[src/rtl/fp_norm_round_pkg.sv]
// Shared types and constants for the floating-point normalise/round block.
package fp_norm_round_pkg;

    typedef enum logic [2:0] {
        RM_RNE = 3'd0,
        RM_RTZ = 3'd1,
        RM_RDN = 3'd2,
        RM_RUP = 3'd3,
        RM_RMM = 3'd4
    } rm_e;

    typedef enum logic [1:0] {
        IDLE  = 2'd0,
        NORM  = 2'd1,
        ROUND = 2'd2,
        DONE  = 2'd3
    } state_e;

    localparam int FLAG_NX = 0;
    localparam int FLAG_UF = 1;
    localparam int FLAG_OF = 2;

    localparam int EXP_MAX = 255;
    localparam int BIAS    = 127;

    // Leading zeros of a 48-bit vector counted from bit 47 (48 when all zero).
    function automatic logic [5:0] lzc48(input logic [47:0] v);
        lzc48 = 6'd48;
        for (int i = 0; i < 48; i++) begin
            if (v[i]) lzc48 = 6'(47 - i);
        end
    endfunction

endpackage

[src/rtl/fp_norm_round_incr.sv]
// Combinational IEEE-754 rounding decision and 24-bit mantissa increment.
module fp_round_incr
    import fp_norm_round_pkg::*;
(
    input  logic [23:0] mant,
    input  logic        guard,
    input  logic        round_bit,
    input  logic        sticky,
    input  logic        sign,
    input  logic [2:0]  rm,
    output logic [23:0] mant_out,
    output logic        mant_carry,
    output logic        inexact
);

    logic        lost;
    logic        incr;
    logic [24:0] sum;

    // Guard is the first dropped bit; round and sticky only break ties.
    always_comb begin
        lost = guard | round_bit | sticky;
        case (rm)
            RM_RTZ:  incr = 1'b0;
            RM_RDN:  incr = sign & lost;
            RM_RUP:  incr = ~sign & lost;
            RM_RMM:  incr = guard;
            default: incr = guard & (round_bit | sticky | mant[0]);
        endcase
        sum        = {1'b0, mant} + {24'd0, incr};
        mant_carry = sum[24];
        mant_out   = mant_carry ? sum[24:1] : sum[23:0];
        inexact    = lost;
    end

endmodule

[src/rtl/fp_norm_round.sv]
// Normalises and rounds a raw add/sub result into an IEEE-754 single.
// Define FP_NORM_FAST_LZC_EN for single-cycle left normalisation via leading-zero count.
module fp_norm_round
    import fp_norm_round_pkg::*;
(
    input  logic        clk,
    input  logic        reset,
    input  logic        in_valid,
    output logic        in_ready,
    input  logic        sign_res,
    input  logic [7:0]  exp_in,
    input  logic        carry,
    input  logic [23:0] mantissa_sum,
    input  logic [23:0] grs,
    input  logic [2:0]  rm,
    output logic        out_valid,
    input  logic        out_ready,
    output logic [31:0] result,
    output logic [2:0]  flags
);

    state_e             state_q, state_d;
    logic [48:0]        sig_q, norm_sig;
    logic signed [9:0]  exp_q, norm_exp, rnd_exp;
    logic               sign_q;
    logic [2:0]         rm_q;
    logic [31:0]        result_q, rnd_result;
    logic [2:0]         flags_q, rnd_flags;
    logic               norm_done, norm_zero;
    logic [23:0]        mant_out;
    logic               mant_carry, inexact, to_max;
`ifdef FP_NORM_FAST_LZC_EN
    logic [9:0]         lz_ext, lim, shamt;
`endif

    always_ff @(posedge clk) begin
        if (reset) state_q <= IDLE;
        else       state_q <= state_d;
    end

    always_comb begin
        state_d = state_q;
        case (state_q)
            IDLE:    if (in_valid) state_d = NORM;
            NORM:    if (norm_zero) state_d = DONE;
                     else if (norm_done) state_d = ROUND;
            ROUND:   state_d = DONE;
            DONE:    if (out_ready) state_d = IDLE;
            default: state_d = IDLE;
        endcase
    end

    always_comb begin
        in_ready  = (state_q == IDLE);
        out_valid = (state_q == DONE);
    end

    // One normalisation step; left shifts stop at the smallest exponent.
    always_comb begin
        norm_sig  = sig_q;
        norm_exp  = exp_q;
        norm_done = 1'b0;
        norm_zero = 1'b0;
`ifdef FP_NORM_FAST_LZC_EN
        lz_ext = '0;
        lim    = '0;
        shamt  = '0;
`endif
        if (sig_q[48]) begin
            norm_sig  = {1'b0, sig_q[48:2], sig_q[1] | sig_q[0]};
            norm_exp  = exp_q + 10'sd1;
            norm_done = 1'b1;
        end else if (sig_q == '0) begin
            norm_zero = 1'b1;
            norm_done = 1'b1;
        end else if (sig_q[47] || exp_q == 10'sd1) begin
            norm_done = 1'b1;
        end else begin
`ifdef FP_NORM_FAST_LZC_EN
            lz_ext    = {4'd0, lzc48(sig_q[47:0])};
            lim       = $unsigned(exp_q - 10'sd1);
            shamt     = (lz_ext > lim) ? lim : lz_ext;
            norm_sig  = sig_q << shamt;
            norm_exp  = exp_q - $signed(shamt);
            norm_done = 1'b1;
`else
            norm_sig  = {sig_q[47:0], 1'b0};
            norm_exp  = exp_q - 10'sd1;
`endif
        end
    end

    fp_round_incr u_round_incr (
        .mant       (sig_q[47:24]),
        .guard      (sig_q[23]),
        .round_bit  (sig_q[22]),
        .sticky     (|sig_q[21:0]),
        .sign       (sign_q),
        .rm         (rm_q),
        .mant_out   (mant_out),
        .mant_carry (mant_carry),
        .inexact    (inexact)
    );

    // Overflow saturates to max finite when the mode never rounds away in this sign.
    always_comb begin
        rnd_exp   = exp_q + $signed({9'd0, mant_carry});
        to_max    = (rm_q == RM_RTZ) || (rm_q == RM_RDN && !sign_q) ||
                    (rm_q == RM_RUP && sign_q);
        rnd_flags = '0;
        if (rnd_exp >= 10'(EXP_MAX)) begin
            rnd_result         = to_max ? {sign_q, 31'h7F7FFFFF} : {sign_q, 8'hFF, 23'd0};
            rnd_flags[FLAG_OF] = 1'b1;
            rnd_flags[FLAG_NX] = 1'b1;
        end else begin
            rnd_result         = {sign_q, (mant_out[23] ? rnd_exp[7:0] : 8'd0), mant_out[22:0]};
            rnd_flags[FLAG_UF] = ~mant_out[23] & inexact;
            rnd_flags[FLAG_NX] = inexact;
        end
    end

    always_ff @(posedge clk) begin
        if (reset) begin
            sig_q    <= '0;
            exp_q    <= '0;
            sign_q   <= 1'b0;
            rm_q     <= '0;
            result_q <= '0;
            flags_q  <= '0;
        end else begin
            case (state_q)
                IDLE: if (in_valid) begin
                    sig_q  <= {carry, mantissa_sum, grs};
                    exp_q  <= $signed({2'b00, (exp_in == 8'd0) ? 8'd1 : exp_in});
                    sign_q <= sign_res;
                    rm_q   <= rm;
                end
                NORM: begin
                    sig_q <= norm_sig;
                    exp_q <= norm_exp;
                    if (norm_zero) begin
                        result_q <= {rm_q == RM_RDN, 31'd0};
                        flags_q  <= '0;
                    end
                end
                ROUND: begin
                    result_q <= rnd_result;
                    flags_q  <= rnd_flags;
                end
                default: ;
            endcase
        end
    end

    assign result = result_q;
    assign flags  = flags_q;

endmodule

[config.mk]
export PLATFORM = sky130hd
export DESIGN_NAME = fp_norm_round
export DESIGN_NICKNAME = d
export VERILOG_FILES = /design/src/rtl/fp_norm_round_pkg.sv /design/src/rtl/fp_norm_round_incr.sv /design/src/rtl/fp_norm_round.sv
export SDC_FILE = /design/constraint.sdc
export NUM_CORES = 1
export LEC_CHECK = 0
export ABC_AREA = 1
export BUFFER_PORTS_ARGS = -buffer_cell sky130_fd_sc_hd__buf_2
export CORE_ASPECT_RATIO = 0.9
export CORE_MARGIN = 4
export CORE_UTILIZATION = 45
export DETAILED_ROUTE_END_ITERATION = 7
export PLACE_DENSITY = 0.66
export SYNTH_ARGS = -nofsm -noshare
export SYNTH_HDL_FRONTEND = slang
export SYNTH_SLANG_ARGS = --single-unit
[constraint.sdc]
create_clock -name clk -period 4.5 [get_ports clk]
set_clock_uncertainty 0.1 [all_clocks]
set_input_delay 0.225 -clock clk [delete_from_list [all_inputs] [get_ports clk]]
set_output_delay 0.225 -clock clk [all_outputs]
set_load 0.005 [all_outputs]
Word-level counts from Yosys, hierarchy flattened. Index checks and enable logic that the tools add are counted. Widths: inputs -> output; s select.

Bits in registers: 100. Input port bits: 65.

Add/sub/neg operators: 4. Magnitude comparators: 1. Equality and inequality tests: 14. Muxes and demuxes: 33. Bitwise logic cells: 11. Reduce and logical (&&, ||, !) cells: 17.

Operators with widths (count): $mux 49 (4); $pmux 49 s2 (1); $pmux 32 s2 (1); $logic_not 49->1 (1); $mux 24 (2); $mux 10 (4); $mux 32 (1); $mux 31 (1); $add 24x1->25 (1); $reduce_or 22->1 (1); $pmux 10 s2 (1); $mux 8 (2); $add 10x2->10 (1); $add 10x2->10 const B (1); $eq 10x2->1 const B (1); $ge 10x9->1 const B (1); $sub 10x2->10 const B (1); $ne 3x3->1 const B (3); $logic_not 8->1 (1); $mux 1 (8); $mux 2 (4); $pmux 2 s4 (1); $eq 3x2->1 const B (2); $pmux 3 s2 (1); other kinds (19) (35).

Logic depth before layout (Yosys ltp).
Depth after elaboration: 11. Mapped depth: 31.

Cells and area by module. From an unflattened synthesis, not the netlist that was laid out.

Cells, all modules: 1083. Area total of the unflattened synthesis: 6695.2 µm².

By module, submodules not included: fp_norm_round (instances 1, cells each 928, area an instance 5828.1 µm², sequential area each 2001.9 µm²); fp_round_incr (instances 1, cells each 155, area an instance 867.1 µm², sequential area each 0.0 µm²).

Worst setup path before layout. No wires, ideal clock.

Path type: flip-flop to flip-flop. Start: register sig_q[1]. End: register result_q[11] (netlist: result[11]). Setup time: 0.132 ns. Data arrival time: 3.222 ns. Required time: 4.268 ns. Slack: 1.045 ns. Stages on the path, launching flop included: 27. Buffers on the path: 1. Cell sequence: dfxtp_1 > nor2_1 > nand3_1 > nor2_1 > nand2_1 > nor3_1 > nand3_1 > a22oi_1 > o21ai_0 > ha_1 > ha_1 > nand2_2 > nor2_1 > nand4_1 > nor4_1 > ha_1 > ha_1 > nand3_1 > inv_1 > nand2_1 > xor2_1 > nand2_1 > nand2_1 > clkbuf_1 > o21ai_0 > nand3_1 > a21oi_1.

Cells in the longest elaborated chain, start to end: 10.

Ends and longest elaborated chain: start, declared (RTL line fp_norm_round.sv:23) `logic [48:0] sig_q, norm_sig;`; start signal, assigned (RTL line fp_norm_round.sv:133) `sig_q <= {carry, mantissa_sum, grs};`; start signal, assigned (RTL line fp_norm_round.sv:139) `sig_q <= norm_sig;`; $reduce_or 22->1 (RTL line fp_norm_round.sv:97) `.sticky (|sig_q[21:0]),`; $or 1x1->1 (2 in a row) (RTL line fp_norm_round_incr.sv:28) `default: incr = guard & (round_bit | sticky | mant[0]);`; $and 1x1->1 (RTL line fp_norm_round_incr.sv:28); $pmux 1 s4 (RTL line fp_norm_round_incr.sv:23) `case (rm)`; $add 24x1->25 (RTL line fp_norm_round_incr.sv:30) `sum = {1'b0, mant} + {24'd0, incr};`; $add 10x2->10 (RTL line fp_norm_round.sv:107) `rnd_exp = exp_q + $signed({9'd0, mant_carry});`; $ge 10x9->1 (RTL line fp_norm_round.sv:111) `if (rnd_exp >= 10'(EXP_MAX)) begin`; $mux 31 (RTL line fp_norm_round.sv:111); $pmux 32 s2 (RTL line fp_norm_round.sv:131) `case (state_q)`; end signal, assigned (RTL line fp_norm_round.sv:142) `result_q <= {rm_q == RM_RDN, 31'd0};`; end signal, assigned (RTL line fp_norm_round.sv:147) `result_q <= rnd_result;`; end, declared (RTL line fp_norm_round.sv:27) `logic [31:0] result_q, rnd_result;`.

Several ways; a longest one is shown, not always the timed one. A chain may end at the register's enable or synchronous reset.

Final worst setup path.
Start: register sig_q[1]. End: register result_q[15] (netlist: result[15]).

Same word-level chain as after synthesis.

==> run metrics <==
CP Data Required Time=4.68 ns; Cell Area, Placed=6930 um^2; routed len/inst=14.2 um; Mapped Area=6420 um^2; vias in the first global route=6518; CP max-delay cell=dfxtp_1; Fin. Hold Viols=0; FILL cells=1521; initial core utilization=45.8%; CP delay by family, top=simple AND/OR/NAND/NOR gates; ant diodes=0; Detailed Place HPWL=13.4 mm; Syn Nets=1139; synthesis-to-finish area growth=13.2%; commonest non-fill, non-tap cell in the layout=nand2_1; latest clock arrival within the worst-skew pair=0.36 ns; slew margin rel.=31.1%; switch share=47.1%; routability cong.=0.956; grt ovf=0; Root Buffer=clkbuf_16; Ys Warns=0; setup ws final=0.534 ns; RSZ-0062 raised after global routing=no; cell area after layout=7260 um^2; CTS clk-pin slew, worst paths=0.07 ns; CP Max Fanout=28; Top Ports=102; number of port buffers=101; via count=6908; # Post-CTS Setup Buffers=0; most frequent cells in the layout=nand2_1 (255), nor2_1 (163), o21ai_0 (120); Static Leak=3.25 nW; status=completed; Max Freq=0.252 GHz; floorplan row count=41; Pint=0.00235 W; number of H-tree levels=3; DRT Wirelength=18.8 mm; drc violations=0; Tightest Pin Transition=1.03 ns; critical path buffer and inverter count=1; clock share of power=19.1%; Die Y-Extent=121 um; maximum VDD drop=0.539 mV; Avg Inst Size Synth=6.04 um^2; initial antenna violation count=0; Die Wd=134 um; post-synth cell types=29; Final Setup Violations=0; DRT iter0 DRCs=409; CTS tree=yes; Placement Setup Slack=0.421 ns; Layout Utilization=51.9%; Initial DRT Pass Iterations=4; CP arrival=4.14 ns; Clock Path Buffers=2; Hold Path Class=input port to flip-flop; CORE AREA=14000 um^2; PD cells=611 nW/um^2; first-pass GRT wire length=31.1 mm; largest net degree at the start of global routing=60; Max-Cap Viols=0; share of cells above drive strength 1=13.6%; Seq pwr share=32.4%; CTS Buf Count=9; FF+latch count, synth=100; nature of the critical path startpoint=flip-flop; Seq/Total Area, Yosys=31.2%; fin crit period=3.97 ns; die area=16200 um^2; Routed Antenna Nets=0; Setup Crit Path Kind=flip-flop to flip-flop; CTS sink cnt=100; Vias/cell=5.23; Total GRT Usage=23.5%; Final nets=1202; most frequent CP cell=nand2_1; Post-Syn Instances=1062; Final Max Slew Viols=0; Tcrit/Tclk final=88.1%; Setup TNS Final=0 ns; sw power=0.00209 W; CP max stage delay=0.32 ns; combinational share of power=48.5%; CP Capture Type=flip-flop
## state kept, by name (all words and copies together) (netlist names)
signal,cells
exp_q,10
flags,3
result,32
rm_q,3
sig_q,49
sign_q,1
state_q,2
## worst register-to-register path, delay by kind of cell (launching register included)
family / cells / cell delay (ns)
AND/OR/NAND/NOR: 19 / 1.91
adder cells (fa/ha/maj): 4 / 0.87
buffers and inverters: 1 / 0.19
AO/OA/AOI/OAI: 4 / 0.49
flip-flops: 1 / 0.32
## kinds of logic (layout without fill, tap and decap cells)
family	Yosys count	count (layout)	synth area share (%)
AND/OR/NAND/NOR	571	571	37.3
AO/OA/AOI/OAI	206	206	16.5
buffers and inverters	157	224	10.5
flip-flops	100	100	31.2
XOR/XNOR	16	16	2.18
adder cells (fa/ha/maj)	12	12	2.34
## through the flow
stage               power [W]  hold WS [ns]  std cells
finish                0.00444        0.0318       1322
global route          0.00485        0.0261       1322
CTS                   0.00443        0.0201       1322
detailed placement    0.00358         0.354       1307
global placement      0.00357         0.350       1307
floorplan             0.00305         0.290       1062
## cells in the mapped netlist
cell	count	area, um^2
a211oi_1	2	15.0
a21o_1	1	7.51
a21oi_1	54	270
a21oi_4	1	16.3
a22oi_1	1	7.51
and2_1	1	6.26
buf_2	13	65.1
buf_4	10	75.1
buf_6	4	45.0
clkbuf_1	31	116
dfxtp_1	100	2000
ha_1	12	150
inv_1	90	338
inv_2	9	33.8
nand2_1	257	965
nand2_2	5	31.3
nand3_1	64	320
nand4_1	18	113
nor2_1	164	616
nor2_2	6	37.5
nor3_1	52	260
nor3_2	2	20.0
nor3_4	1	16.3
nor4_1	1	6.26
o21ai_0	120	601
o21ai_1	22	110
o22ai_1	4	25.0
o41ai_1	1	8.76
xor2_1	16	140
## final timing paths
path	from	endpoint	slack, ns	cells past startpoint
worst max-delay path	sig_q[1]	result[15]	0.53	28
worst min-delay path	rm[2]	rm_q[2]	0.03	3
worst max register to register	sig_q[1]	result[15]	0.53	28
worst min register to register	result[16]	result[16]	0.36	2
## power by group through the flow
| stage | logic [W] | registers (W) | clock network [W] |
|---|---|---|---|
| 2_1_floorplan | 0.00168 | 0.00136 | 0 |
| 3_3_place_gp | 0.00213 | 0.00145 | 0 |
| 3_5_place_dp | 0.00213 | 0.00145 | 0 |
| 4_1_cts | 0.00214 | 0.00143 | 0.000860 |
| 5_1_grt | 0.00248 | 0.00148 | 0.000893 |
| 6_report | 0.00215 | 0.00144 | 0.000847 |
## cell type report
type / instances / area (um^2) / area share [%]
timing repair buffer: 110 / 577 / 7.94
tap: 193 / 241 / 3.32
multi-input combinational: 805 / 3760 / 51.7
clock inverter: 4 / 73.8 / 1.02
sequential: 100 / 2000 / 27.6
clock buffer: 11 / 243 / 3.34
inverter: 99 / 372 / 5.12
## repair_timing
| item | CTS | global route |
|---|---|---|
| gates resized for setup | 0 | 4 |
| setup endpoints to repair | 0 | 33 |
| hold endpoints to repair | 0 | 0 |
| hold buffers | 0 | 0 |
## layer usage
layer  part of all wire (%)  GRT usage [%]
met1                     47           31.2
met2                     45           38.4
met3                    6.4           5.80
met4                    1.7           5.98
met5                      0              0
Power figures use the tool's default switching activity.
